<file path="config.mk">
export PLATFORM = sky130hd
export DESIGN_NAME = rv32_wishbone_master
export DESIGN_NICKNAME = d
export VERILOG_FILES = /design/src/rtl/rv32_wb_pkg.sv /design/src/rtl/rv32_wb_watchdog.sv /design/src/rtl/rv32_wishbone_master.sv
export SDC_FILE = /design/constraint.sdc
export NUM_CORES = 1
export LEC_CHECK = 0
export ABC_AREA = 1
export CORE_MARGIN = 4
export CORE_UTILIZATION = 38
export DETAILED_ROUTE_END_ITERATION = 10
export PLACE_DENSITY = 0.82
export SYNTH_ARGS = -nofsm -noshare
export SYNTH_HDL_FRONTEND = slang
export SYNTH_HIERARCHICAL = 1
export SYNTH_SLANG_ARGS = --single-unit
</file>
<file path="constraint.sdc">
create_clock -name clk_i -period 2.9 [get_ports clk_i]
set_clock_uncertainty 0.15 [all_clocks]
set_input_delay 0.29 -clock clk_i [delete_from_list [all_inputs] [get_ports clk_i]]
set_output_delay 0.29 -clock clk_i [all_outputs]
set_load 0.05 [all_outputs]
</file>
<file path="src/rtl/rv32_wb_pkg.sv">
// rv32_wb_pkg: shared state encoding and defaults for the Wishbone master.
package rv32_wb_pkg;
    typedef enum logic [1:0] {WB_IDLE, WB_BUS, WB_DONE} wb_state_t;
    localparam logic [3:0] WB_REGION_DEFAULT = 4'h2;
endpackage

</file>
<file path="src/rtl/rv32_wb_watchdog.sv">
// rv32_wb_watchdog: saturating bus-cycle counter that flags the last allowed cycle.
module rv32_wb_watchdog #(
    parameter int LIMIT = 255,
    parameter int W     = $clog2(LIMIT + 1)
) (
    input  logic clk_i,
    input  logic rst_i,
    input  logic clr_i,
    input  logic en_i,
    output logic expired_o
);
    logic [W-1:0] r_cnt;

    always_ff @(posedge clk_i or posedge rst_i) begin
        if (rst_i)
            r_cnt <= '0;
        else if (clr_i)
            r_cnt <= '0;
        else if (en_i && r_cnt != W'(LIMIT))
            r_cnt <= r_cnt + 1'b1;
    end

    // Fires during the LIMIT-th enabled cycle so termination lands on that edge.
    assign expired_o = en_i && r_cnt == W'(LIMIT - 1);
endmodule

</file>
<file path="src/rtl/rv32_wishbone_master.sv">
// rv32_wishbone_master: single-outstanding Wishbone B4 classic master for memory-stage
// loads/stores in one address window, with a watchdog against absent slaves.
module rv32_wishbone_master
    import rv32_wb_pkg::*;
#(
    parameter logic [3:0] WB_REGION = WB_REGION_DEFAULT,
    parameter int         TIMEOUT   = 255
) (
    input  logic        clk_i,
    input  logic        rst_i,
    input  logic        mem_access_i,
    input  logic        mem_write_i,
    input  logic [31:0] addr_i,
    input  logic [31:0] write_data_i,
    input  logic [3:0]  byte_en_i,
    output logic        stall_o,
    output logic [31:0] read_data_wishbone_o,
    output logic        bus_error_o,
    output logic        wb_cyc_o,
    output logic        wb_stb_o,
    output logic        wb_we_o,
    output logic [31:0] wb_adr_o,
    output logic [31:0] wb_dat_o,
    output logic [3:0]  wb_sel_o,
    input  logic [31:0] wb_dat_i,
    input  logic        wb_ack_i,
    input  logic        wb_err_i
);
    wb_state_t   r_state;
    logic [31:0] r_adr, r_dat, r_rdata;
    logic [3:0]  r_sel;
    logic        r_we, r_err;
    logic        w_hit, w_expired, w_fail;

    assign w_hit  = mem_access_i && addr_i[31:28] == WB_REGION;
    assign w_fail = wb_err_i || (w_expired && !wb_ack_i);

    rv32_wb_watchdog #(.LIMIT(TIMEOUT)) u_watchdog (
        .clk_i    (clk_i),
        .rst_i    (rst_i),
        .clr_i    (r_state != WB_BUS),
        .en_i     (r_state == WB_BUS),
        .expired_o(w_expired)
    );

    always_ff @(posedge clk_i or posedge rst_i) begin
        if (rst_i) begin
            r_state <= WB_IDLE;
            r_adr   <= '0;
            r_dat   <= '0;
            r_sel   <= '0;
            r_we    <= 1'b0;
            r_err   <= 1'b0;
            r_rdata <= '0;
        end else begin
            case (r_state)
                WB_IDLE: if (w_hit) begin
                    r_adr   <= addr_i & 32'hFFFF_FFFC;
                    r_dat   <= write_data_i;
                    r_sel   <= mem_write_i ? byte_en_i : 4'hF;
                    r_we    <= mem_write_i;
                    r_err   <= 1'b0;
                    r_state <= WB_BUS;
                end
                WB_BUS: if (w_fail || wb_ack_i) begin
                    if (!r_we)
                        r_rdata <= w_fail ? 32'h0 : wb_dat_i;
                    r_err   <= w_fail;
                    r_state <= WB_DONE;
                end
                // DONE always retires; the held inputs belong to the finishing instruction.
                default: r_state <= WB_IDLE;
            endcase
        end
    end

    assign stall_o              = !rst_i && ((r_state == WB_IDLE && w_hit) || r_state == WB_BUS);
    assign wb_cyc_o             = r_state == WB_BUS;
    assign wb_stb_o             = r_state == WB_BUS;
    assign wb_we_o              = r_we;
    assign wb_adr_o             = r_adr;
    assign wb_dat_o             = r_dat;
    assign wb_sel_o             = r_sel;
    assign read_data_wishbone_o = r_rdata;
    assign bus_error_o          = r_state == WB_DONE && r_err;
endmodule

</file>
## After elaboration in Yosys (flattened, before gate mapping)

Cells that the tools add are included.

- Multiplexer cells: 10
- Add/subtract/negate cells: 1
- Equal/unequal tests: 8
- Reduce and logical (&&, ||, !) cells: 19
- Bitwise gates (word level): 1

Operator list:

| kind | count |
|---|---|
| $mux W32 | 1 |
| $mux W8 | 2 |
| $add A8 B1 Y8 const B | 1 |
| $eq A8 B8 Y1 const B | 1 |
| $ne A8 B8 Y1 const B | 1 |
| $logic_and A1 B1 Y1 | 7 |
| $reduce_and A3 Y1 | 2 |
| $eq A4 B2 Y1 const B | 1 |
| $mux W2 | 2 |
| $mux W4 | 1 |
| $ne A2 B2 Y1 const B | 2 |
| $pmux W2 S2 | 1 |
| $reduce_and A2 Y1 | 2 |
| $reduce_bool A2 Y1 | 2 |
| $logic_or A1 B1 Y1 | 3 |
| $eq A2 B1 Y1 const B | 1 |
| $eq A2 B2 Y1 const B | 1 |
| $logic_not A1 Y1 | 2 |
| $logic_not A2 Y1 | 1 |
| $mux W1 | 2 |
| $ne A2 B1 Y1 const B | 1 |
| $pmux W1 S2 | 1 |
| $not A1 Y1 | 1 |

- Output and inout bits: 105
- Input bits: 106
- Register bits after elaboration: 110
- Word-level logic and storage cells: 47

## Longest topological paths before layout

- Word-level depth: 7
- Gate-level depth with buffers: 12

## Modules after synthesis

Netlist, hierarchy kept.

By module, submodules not included:

| module | area an instance (µm²) | seq. area each (µm²) | cells each | times used |
|---|---|---|---|---|
| rv32_wishbone_master | 4246.6 | 2552.4 | 517 | 1 |
| rv32_wb_watchdog | 531.8 | 200.2 | 77 | 1 |

## Worst setup path before layout

OpenSTA, ideal clock, no wires.

- Path type: register to register
- From: reg r_state[1]
- To: reg r_rdata[10], in the netlist read_data_wishbone_o[10]
- Slack: 0.777 ns
- Clock period less this slack: 2.123 ns
- Stages on the path, launching flop included: 12
- Setup time: 0.118 ns
- Data arrival time: 1.856 ns
- Path through: dfrtp_1 inv_2 nand2_2 inv_1 nand2_1 nor4_1 inv_1 o21ai_2 buf_2 nor2_1 nand2_1 nand2_1

- Word-level cells in the longest chain between the ends: 6

RTL lines:

| item | RTL line | text |
|---|---|---|
| start: declaration | rv32_wishbone_master.sv:29 | `wb_state_t r_state;` |
| start signal: assignment | rv32_wishbone_master.sv:48 | `r_state <= WB_IDLE;` |
| start signal: assignment | rv32_wishbone_master.sv:63 | `r_state <= WB_BUS;` |
| start signal: assignment | rv32_wishbone_master.sv:69 | `r_state <= WB_DONE;` |
| $eq A2 B1 Y1 * | -- |  |
| net wb_cyc_o | rv32_wishbone_master.sv:19 | `output logic wb_cyc_o,` |
| $logic_and A1 B1 Y1 * | rv32_wb_watchdog.sv:24 | `assign expired_o = en_i && r_cnt == W'(LIMIT - 1);` |
| net w_expired | rv32_wishbone_master.sv:33 | `logic w_hit, w_expired, w_fail;` |
| $logic_and A1 B1 Y1 * | rv32_wishbone_master.sv:36 | `assign w_fail = wb_err_i \|\| (w_expired && !wb_ack_i);` |
| $logic_or A1 B1 Y1 * | rv32_wishbone_master.sv:36 |  |
| $logic_or A1 B1 Y1 | rv32_wishbone_master.sv:65 | `WB_BUS: if (w_fail \|\| wb_ack_i) begin` |
| $reduce_and A3 Y1 (no line) | -- |  |
| end signal: assignment | rv32_wishbone_master.sv:67 | `r_rdata <= w_fail ? 32'h0 : wb_dat_i;` |
| end: declaration | rv32_wishbone_master.sv:30 | `logic [31:0] r_adr, r_dat, r_rdata;` |

The timed path passes the listed nets; every way through them passes the cells marked *.
A chain may end at the register's enable or synchronous reset.

## Worst setup path after layout

- From: reg r_state[1]
- To: out wb_stb_o

- Word-level cells in the longest chain between the ends: 1

RTL lines:

| item | RTL line | text |
|---|---|---|
| $eq A2 B1 Y1 | rv32_wishbone_master.sv:79 | `assign wb_stb_o = r_state == WB_BUS;` |
| end: declaration | rv32_wishbone_master.sv:20 | `output logic wb_stb_o,` |

Every way passes these cells.

==> flow_summary.toml <==
[logic_synthesis]
ys.flop_type = "dfrtp_1"
yosys.area.top_type_share = 0.576
synth-edff-count = 0
synth.top_cells.by_count = "308 x nand2_1, 110 x dfrtp_1, 53 x inv_1"
netlist_instances = 594
postSynthAreaPerCell_sq_um = 8.04
synth_cell_types = 25
yosysMostFrequentCell = "nand2_1"
ys_seq_area_frac = 0.576
synthArstFlopShare = 1.00
synth_seq_cells = 110
ys_warn_count = 6
synthesis.area_sq_um = 4780
synthTopCellsByArea = "dfrtp_1 58%, nand2_1 24%, inv_1 4.2%"
synth_top_area_cell = "dfrtp_1"

[grt]
grt_max_degree = 62
grt_use_total = 0.177
antenna_found_initial = 0
grt_pass1_vias = 4078
overflow = 0
grt_pass1_wl_microns = 20300

[floorplan]
dieArea_sq_um = 14400
num_rows = 40
coreArea_sq_um = 12200
start_util = 0.393
die_w_microns = 120
ios = 211
dieHeight_microns = 120

[worst_hold_path]
hp-class = "in2async"

[sta]
layout_setup_ws_ns = 0.386
drv_slew = 0
hold_slack_ns = 0.156
setup_viol = 0
rsz0062_at_grt = "false"
period_minus_slack_ns = 2.51
relSlewSlack = 0.514
post-route-period-util = 0.867
fmax_ghz = 0.398
finalSetupTns_ns = 0
worst_pin_slew_ns = 0.730
hold_viol = 0

[cts]
clock-root-buffer = "clkbuf_16"
clock_path_buffers = 2
post-cts-setup-buffers = 0
cts-resized-gates = 0
cts_buffers = 9
h-tree-depth = 3
clkSlewWorstSetupHoldPaths_ns = 0.07
cts_tree = "yes"
cts_hold_buffers = 0
cts_num_sinks = 110
insertion_delay_ns = 0.34

[run_status]
status = "completed"

[critical_path]
end_kind = "output port"
crit_type = "reg2out"
required_ns = 2.46
critPathLaunchType = "register"
critPathArrivalTime_ns = 2.07
crit_fanout = 9

[cells_and_area]
fillers = 1099
utilization = 0.593
drive_gt1_frac = 0.0540
fin_area_sq_um = 7210
fin_cells = 965
final_nets = 901
insertedDiodeCount = 0
area_growth_pct = 51.0

[drt]
wl_per_cell_microns = 13.2
drc = 0
wirelength_microns = 12800
drt_iter0_markers = 270
drtAntennaViolNets = 0
vias = 4241
vias_per_cell = 4.39
drt_pass1_iterations = 5

[place]
hpwlAfterDp_microns = 9200
post-place-cells = 950
gp_congestion = 0.808
placed_area_sq_um = 6920
port_buffers = 206
dp_slack_ns = 0.610

[power]
ir_drop_mv = 0.474
p_leak_nw = 3.67
pwr_density_cell_nw_per_um2 = 723
report.power.total_mw = 5.22

[run]
max_cap_viol_count = 0
power breakdown:
group,total (mW),switching [mW],internal [mW],leakage (nW)
clock,1.21,0.545,0.663,0.137
sequential,1.95,0.145,1.81,1.42
combinational,2.06,1.35,0.701,2.11
placed cells by master, fill, tap and decap left out:
| cell | instances |
|---|---|
| buf_12 | 1 |
| o21ai_1 | 8 |
| clkinv_4 | 1 |
| o21ai_2 | 1 |
| buf_4 | 6 |
| inv_2 | 5 |
| clkdlybuf4s50_1 | 205 |
| nor4_1 | 1 |
| clkbuf_16 | 9 |
| a21oi_1 | 2 |
| clkinv_2 | 3 |
| conb_1 | 2 |
| nor2_2 | 4 |
| ha_1 | 2 |
| clkinvlp_4 | 3 |
| nor2_4 | 1 |
| nand3b_1 | 1 |
| bufinv_16 | 1 |
| inv_1 | 52 |
| nand3_1 | 8 |
| nand2_1 | 308 |
| nand2_2 | 5 |
| dfrtp_1 | 110 |
| nand2_4 | 2 |
| xor2_1 | 2 |
| o21ai_0 | 1 |
| inv_4 | 1 |
| nand4_1 | 1 |
| nor2_1 | 51 |
path summary, 6_finish.rpt:
kind | start | to | slack, ns | cells after the start
max | r_state[1] | wb_stb_o | 0.39 | 4
min | rst_i | u_watchdog/r_cnt[3] | 0.16 | 2
max reg2reg | r_state[1] | read_data_wishbone_o[21] | 0.56 | 11
min reg2reg | wb_adr_o[29] | wb_adr_o[29] | 0.33 | 2
max in group asynchronous | rst_i | wb_adr_o[25] | 1.68 | 3
min in group clk_i | addr_i[19] | wb_adr_o[19] | 0.32 | 3
kinds of logic after synthesis:
group	synth area share
compound gates	0.0134
xor+xnor	0.00367
fa+ha+maj	0.00524
flops	0.576
buf+inv	0.0875
other cells	0.000785
simple gates	0.313
per-layer routing:
metal | up-vias | global-route usage | wire length [microns]
met5 | - | 0 | 0
met4 | 0 | 0.0558 | 306
met3 | 26 | 0.0622 | 819
met2 | 138 | 0.297 | 6440
met1 | 1940 | 0.214 | 5210
li1 | 2137 | - | -
registers in the layout (all words and copies together) (netlist names):
signal,cells
r_state,2
wb_adr_o,30
u_watchdog/r_cnt,8
r_err,1
read_data_wishbone_o,32
wb_dat_o,32
wb_we_o,1
wb_sel_o,4
final cells by class:
type                            instances  area, sq um  area share
Multi-Input combinational cell        400         1610       0.223
Tap cell                              168          210      0.0291
Clock buffer                            9          225      0.0312
Clock inverter                          6         63.8     0.00885
Sequential cell                       110         2750       0.382
Timing Repair Buffer                  212         2120       0.293
Inverter                               60          233      0.0323
worst max-delay path, cell delays in order (launching register included):
cell and delay, ns:
dfrtp_1 0.39, inv_2 0.06, nand2_2 0.11, inv_1 0.28, clkdlybuf4s50_1 0.88
(Power assumes the default switching activity.)
